## src/rtl/nios_system_nios2_qsys_0_cpu_oci_dct_monitor_pkg.sv

```systemverilog
// Shared types and constants for the DCT trace capture monitor.
package nios_system_nios2_qsys_0_cpu_oci_dct_monitor_pkg;

  // Monitor FSM states; encodings are fixed so software/debug views agree.
  typedef enum logic [1:0] {
    ST_IDLE    = 2'd0,
    ST_CAPTURE = 2'd1,
    ST_DRAIN   = 2'd2,
    ST_DONE    = 2'd3
  } dct_state_e;

  // Width of the lost-word counter.
  localparam int DROP_CNT_WIDTH = 16;

  // Per-cycle FIFO status bundle passed from storage to the control FSM.
  typedef struct packed {
    logic empty;  // no entries held
    logic lost;   // an incoming word was discarded or overwrote the oldest
  } fifo_stat_t;

  // Saturating increment for the drop counter.
  function automatic logic [DROP_CNT_WIDTH-1:0] sat_inc(
    input logic [DROP_CNT_WIDTH-1:0] v
  );
    return (&v) ? v : v + 1'b1;
  endfunction

endpackage

```

## src/rtl/nios_system_nios2_qsys_0_cpu_oci_dct_fifo.sv

```systemverilog
// Capture FIFO: power-of-two depth, optional overwrite-oldest when full,
// combinational head read. Storage is not reset; only pointers/count are.
module nios_system_nios2_qsys_0_cpu_oci_dct_fifo
  import nios_system_nios2_qsys_0_cpu_oci_dct_monitor_pkg::*;
#(
  parameter int WIDTH = 34,
  parameter int DEPTH = 16,
  parameter int WRAP  = 0
) (
  input  logic                     clk,
  input  logic                     reset_n,
  input  logic                     wr_en,
  input  logic [WIDTH-1:0]         wr_data,
  input  logic                     rd_en,
  output logic [WIDTH-1:0]         rd_data,
  output logic [$clog2(DEPTH):0]   fill,
  output fifo_stat_t               stat
);

  localparam int AW = $clog2(DEPTH);
  localparam logic [AW:0] FULL_CNT = (AW+1)'(DEPTH);

  logic [WIDTH-1:0] mem_q [DEPTH];
  logic [AW-1:0]    wptr_q, wptr_d;
  logic [AW-1:0]    rptr_q, rptr_d;
  logic [AW:0]      cnt_q,  cnt_d;

  logic full, empty, do_pop, do_wr, overwrite, lost;

  // Decide push/pop/overwrite and next pointer/count values.
  always_comb begin
    full      = (cnt_q == FULL_CNT);
    empty     = (cnt_q == '0);
    do_pop    = rd_en && !empty;
    // A simultaneous pop frees a slot, so a full FIFO can still accept.
    lost      = wr_en && full && !do_pop;
    overwrite = lost && (WRAP != 0);
    do_wr     = wr_en && (!full || do_pop || (WRAP != 0));

    wptr_d = wptr_q;
    rptr_d = rptr_q;
    cnt_d  = cnt_q;
    if (do_wr)                wptr_d = wptr_q + 1'b1;
    if (do_pop || overwrite)  rptr_d = rptr_q + 1'b1;
    // Overwrite keeps occupancy pinned at DEPTH.
    if (do_wr && !overwrite && !do_pop)  cnt_d = cnt_q + 1'b1;
    else if (!do_wr && do_pop)           cnt_d = cnt_q - 1'b1;
  end

  // Pointer and occupancy registers.
  always_ff @(posedge clk or negedge reset_n) begin
    if (!reset_n) begin
      wptr_q <= '0;
      rptr_q <= '0;
      cnt_q  <= '0;
    end else begin
      wptr_q <= wptr_d;
      rptr_q <= rptr_d;
      cnt_q  <= cnt_d;
    end
  end

  // Storage array; contents are don't-care until written.
  always_ff @(posedge clk) begin
    if (do_wr) mem_q[wptr_q] <= wr_data;
  end

  assign rd_data    = mem_q[rptr_q];
  assign fill       = cnt_q;
  assign stat.empty = empty;
  assign stat.lost  = lost;

endmodule

```

## src/rtl/nios_system_nios2_qsys_0_cpu_oci_dct_monitor.sv

```systemverilog
// DCT trace monitor: captures qualified trace words until the test ends,
// then drains them through a ready/valid port, then parks in DONE.
module nios_system_nios2_qsys_0_cpu_oci_dct_monitor
  import nios_system_nios2_qsys_0_cpu_oci_dct_monitor_pkg::*;
#(
  parameter int DCT_WIDTH   = 30,
  parameter int COUNT_WIDTH = 4,
  parameter int DEPTH       = 16,
  parameter int WRAP_MODE   = 0
) (
  input  logic                                 clk,
  input  logic                                 reset_n,
  input  logic [DCT_WIDTH-1:0]                 dct_buffer,
  input  logic [COUNT_WIDTH-1:0]               dct_count,
  input  logic                                 dct_valid,
  input  logic                                 test_ending,
  input  logic                                 test_has_ended,
  input  logic                                 rd_ready,
  output logic                                 rd_valid,
  output logic [DCT_WIDTH+COUNT_WIDTH-1:0]     rd_data,
  output logic [$clog2(DEPTH):0]               fill_level,
  output logic                                 overflow,
  output logic [DROP_CNT_WIDTH-1:0]            drop_count,
  output logic                                 done
);

  localparam int W = DCT_WIDTH + COUNT_WIDTH;

  dct_state_e                state_q, state_d;
  logic                      ovf_q, ovf_d;
  logic [DROP_CNT_WIDTH-1:0] drop_q, drop_d;

  logic       word_ok, capturing, wr_en, rd_en;
  fifo_stat_t fstat;

  nios_system_nios2_qsys_0_cpu_oci_dct_fifo #(
    .WIDTH (W),
    .DEPTH (DEPTH),
    .WRAP  (WRAP_MODE)
  ) u_fifo (
    .clk     (clk),
    .reset_n (reset_n),
    .wr_en   (wr_en),
    .wr_data ({dct_count, dct_buffer}),
    .rd_en   (rd_en),
    .rd_data (rd_data),
    .fill    (fill_level),
    .stat    (fstat)
  );

  // Next-state, write/read enables and loss bookkeeping.
  always_comb begin
    state_d   = state_q;
    ovf_d     = ovf_q;
    drop_d    = drop_q;
    // Zero-count words carry no trace slots; they are neither stored nor lost.
    word_ok   = dct_valid && (dct_count != '0);
    capturing = (state_q == ST_IDLE) || (state_q == ST_CAPTURE);
    wr_en     = capturing && word_ok;
    rd_valid  = (state_q == ST_DRAIN) && !fstat.empty;
    rd_en     = rd_valid && rd_ready;

    unique case (state_q)
      ST_IDLE: begin
        if (test_ending)  state_d = ST_DRAIN;
        else if (word_ok) state_d = ST_CAPTURE;
      end
      ST_CAPTURE: begin
        if (test_ending) state_d = ST_DRAIN;
      end
      ST_DRAIN: begin
        // Uses current occupancy: DONE follows the cycle the FIFO is seen empty.
        if (fstat.empty && test_has_ended) state_d = ST_DONE;
      end
      ST_DONE: state_d = ST_DONE;
      default: state_d = ST_IDLE;
    endcase

    if (fstat.lost) begin
      ovf_d  = 1'b1;
      drop_d = sat_inc(drop_q);
    end
  end

  // State and sticky status registers.
  always_ff @(posedge clk or negedge reset_n) begin
    if (!reset_n) begin
      state_q <= ST_IDLE;
      ovf_q   <= 1'b0;
      drop_q  <= '0;
    end else begin
      state_q <= state_d;
      ovf_q   <= ovf_d;
      drop_q  <= drop_d;
    end
  end

  assign overflow   = ovf_q;
  assign drop_count = drop_q;
  assign done       = (state_q == ST_DONE);

endmodule

```

## config.mk

```make
export PLATFORM = sky130hd
export DESIGN_NAME = nios_system_nios2_qsys_0_cpu_oci_dct_monitor
export DESIGN_NICKNAME = d
export VERILOG_FILES = /design/src/rtl/nios_system_nios2_qsys_0_cpu_oci_dct_monitor_pkg.sv /design/src/rtl/nios_system_nios2_qsys_0_cpu_oci_dct_fifo.sv /design/src/rtl/nios_system_nios2_qsys_0_cpu_oci_dct_monitor.sv
export SDC_FILE = /design/constraint.sdc
export NUM_CORES = 1
export LEC_CHECK = 0
export BUFFER_PORTS_ARGS = -buffer_cell sky130_fd_sc_hd__buf_4
export CAP_MARGIN = 10
export CORE_MARGIN = 5
export CORE_UTILIZATION = 55
export DETAILED_ROUTE_END_ITERATION = 8
export HOLD_SLACK_MARGIN = 0.06
export PLACE_DENSITY = 0.72
export SLEW_MARGIN = 20
export SYNTH_ARGS = -nofsm -noshare
export SYNTH_HDL_FRONTEND = slang
export SYNTH_SLANG_ARGS = --single-unit
```

## constraint.sdc

```tcl
create_clock -name clk -period 5.8 [get_ports clk]
set_input_delay 0.58 -clock clk [delete_from_list [all_inputs] [get_ports clk]]
set_output_delay 0.58 -clock clk [all_outputs]
set_load 0.01 [all_outputs]
```

==> flow_summary.json <==
{
  "synth_mux_area_share_pct": 14.9,
  "clk_path_buf_depth": 3,
  "hold_violations": 0,
  "max-cap-violations": 0,
  "die_w_um": 212,
  "synth-simple-area-share_pct": 3.33,
  "power.clock.fraction_pct": 30.6,
  "post-route-util_pct": 62.7,
  "cts_buffers": 56,
  "min_period_ns": 3.90,
  "cts_resized": 0,
  "syn-num-nets": 1083,
  "avgViaCountPerCell": 6.03,
  "async_reset_ff_share_pct": 5.56,
  "ys_warn_count": 0,
  "netlist_area_um2": 22500,
  "vias": 10400,
  "final_common_cell": "edfxtp_1",
  "status": "finished clean",
  "cts-hold-fix-buffers": 1,
  "synth-xor-area-share_pct": 0.975,
  "initial_core_util_pct": 55.3,
  "end_kind": "output pin",
  "netSwitchingPower_mw": 3.06,
  "grt_max_degree": 81,
  "place_congestion": 0.766,
  "slew_headroom_pct": 26.7,
  "synth_ff_type": "edfxtp_1",
  "synth_edf_count": 544,
  "hp-class": "primary input to flip-flop",
  "grt_pass1_vias": 10900,
  "synth_cells": 1032,
  "yosysTopAreaCellShare_pct": 72.7,
  "start_kind": "flip-flop",
  "io_buffer_count": 97,
  "postLayoutCellArea_um2": 25500,
  "syn2layout_area_growth_pct": 13.5,
  "die-area_um2": 45000,
  "p_seq_share_pct": 44.7,
  "rows": 74,
  "power_density_nw_per_um2": 433,
  "power.internal_mw": 7.99,
  "drv_slew": 0,
  "path_clk_slew_ns": 0.06,
  "diodes": 0,
  "drt-total-wl_mm": 44.5,
  "dr.first_iter.drc_count": 686,
  "cts_tree": "done",
  "fin_skew_ns": 0.0281,
  "setup_viol": 0,
  "cp.arrival_ns": 3.32,
  "route.detailed.drc": 0,
  "track_usage_pct": 20.2,
  "die_height_um": 212,
  "seq_area_frac_synth_pct": 76.3,
  "syn_avg_cell_area_um2": 21.8,
  "pwr-share-comb_pct": 24.7,
  "h-tree-depth": 2,
  "setup-tns-final_ns": 0,
  "synth_top_family_by_area": "multiplexers",
  "synth_cell_types": 44,
  "rsz0062_at_grt": "false",
  "final_cell_mix": "544 x edfxtp_1, 136 x mux4_2, 119 x buf_4",
  "ctsRootBufferMaster": "clkbuf_16",
  "synth_compound_area_share_pct": 2.26,
  "sw_frac_of_total_pct": 27.7,
  "crit_fanout": 49,
  "dp_hpwl_mm": 23.6,
  "fp.coreArea_um2": 40600,
  "drive_gt1_share_pct": 30.8,
  "power.leakage_nw": 8.42,
  "ys_ff_latch": 576,
  "tightest_slew_ns": 1.10,
  "synth.largest_area_cell": "edfxtp_1",
  "required_ns": 5.22,
  "ios": 98,
  "first_pass_iters": 5,
  "synth-adder-area-share_pct": 0.646,
  "grt_pass1_wl_mm": 67.7,
  "antenna_found_initial": 0,
  "worstSetupPathType": "flip-flop to output pin",
  "min_period_over_period_pct": 67.2,
  "clk_latency_ns": 0.60,
  "netlist_top_cells_area": "edfxtp_1 73%, mux4_2 14%, dfrtp_1 3.6%",
  "wl_per_cell_um": 25.7,
  "cts_sinks": 576,
  "ant_nets": 0,
  "post_cts_buffers": 0,
  "peakVddDrop_mv": 0.285,
  "grt.overflow.total": 0,
  "dpl-instance-area_um2": 23800,
  "max_freq_mhz": 257,
  "fin_nets": 1207
}
## critical path, cell delays in order (launching register included)
cell and delay (ns):
dfrtp_4 0.94, buf_4 0.59, mux4_2 0.38, nor2b_1 0.15, a211oi_1 0.29, a21oi_1 0.14
buf_4 0.19
## metrics by stage
step / power, mW / instances / hold slack (ns) / setup WS (ns)
3_3_place_gp: 7.78 / 1629 / 0.454 / 2.45
4_1_cts: 11.2 / 1729 / 0.149 / 1.79
5_1_grt: 11.6 / 1729 / 0.163 / 1.61
3_5_place_dp: 7.82 / 1629 / 0.457 / 2.41
6_report: 11.0 / 1729 / 0.182 / 1.90
2_1_floorplan: 6.89 / 1032 / 0.284 / 0.512
## state kept, by name, summed over array words and instances (netlist names)
register,count
u_fifo.mem_q,544
u_fifo.wptr_q,4
u_fifo.fill,5
drop_count,16
u_fifo.rptr_q,4
state_q,2
overflow,1
## cell usage after synthesis, types with 2 or more instances
cell	n
edfxtp_1	544
mux4_2	136
dfrtp_1	32
a21oi_1	27
nor2b_1	27
clkbuf_1	25
mux2i_1	25
a211oi_1	24
nand2_1	23
a22oi_1	20
xor2_1	16
ha_1	10
xnor2_1	9
and2_1	8
buf_6	8
buf_1	7
buf_2	7
buf_4	7
nand3_1	7
nand4_1	6
and3_1	5
and4_1	5
and4b_1	5
inv_1	5
nor3_1	5
nor4b_1	5
nor2_1	4
nor4_1	4
o21ai_0	4
mux2_2	3
nor4_2	3
a21o_1	2
nand2b_1	2
nor3b_1	2
## cell type report
cell class | instances | area (um2)
multi-input cells | 394 | 5010
well taps | 532 | 666
clock inverters | 33 | 231
fillers | 2722 | 15100
repair buffers | 122 | 943
inverters | 6 | 22.5
clock buffers | 66 | 1480
flip-flops and latches | 576 | 17100
## worst paths after layout
kind | start | endpoint | slack, ns | cells past startpoint
max in group asynchronous | reset_n | u_fifo.rptr_q[0] | 4.95 | 2
min in group asynchronous | reset_n | state_q[0] | 0.50 | 2
max | u_fifo.rptr_q[1] | rd_data[21] | 1.90 | 6
max reg2reg | u_fifo.fill[1] | u_fifo.fill[4] | 2.88 | 10
min reg2reg | overflow | overflow | 0.48 | 1
min | test_ending | state_q[1] | 0.18 | 2
## layer usage
metal	wire (um)	share of wire, %	up-vias	track usage (%)
met5	0	0	-	0
met4	814	1.8	0	5.24
met3	2240	5.0	59	3.36
met2	22600	51	265	33.2
met1	18800	42	5555	28.8
li1	-	-	4555	-
## power by group through the flow
stage	sequential [mW]	clock (mW)	combinational, mW
after floorplan	4.72	0	2.17
after global placement	5.04	0	2.74
after detailed placement	5.04	0	2.77
after CTS	4.95	3.45	2.79
after global routing	4.97	3.63	2.96
final	4.94	3.38	2.73
## kinds of logic after synthesis
logic type,after synthesis
simple gates,116
xor+xnor,25
buf+inv,62
compound gates,78
fa+ha+maj,11
flops,576
mux,164
(Power assumes the default switching activity.)
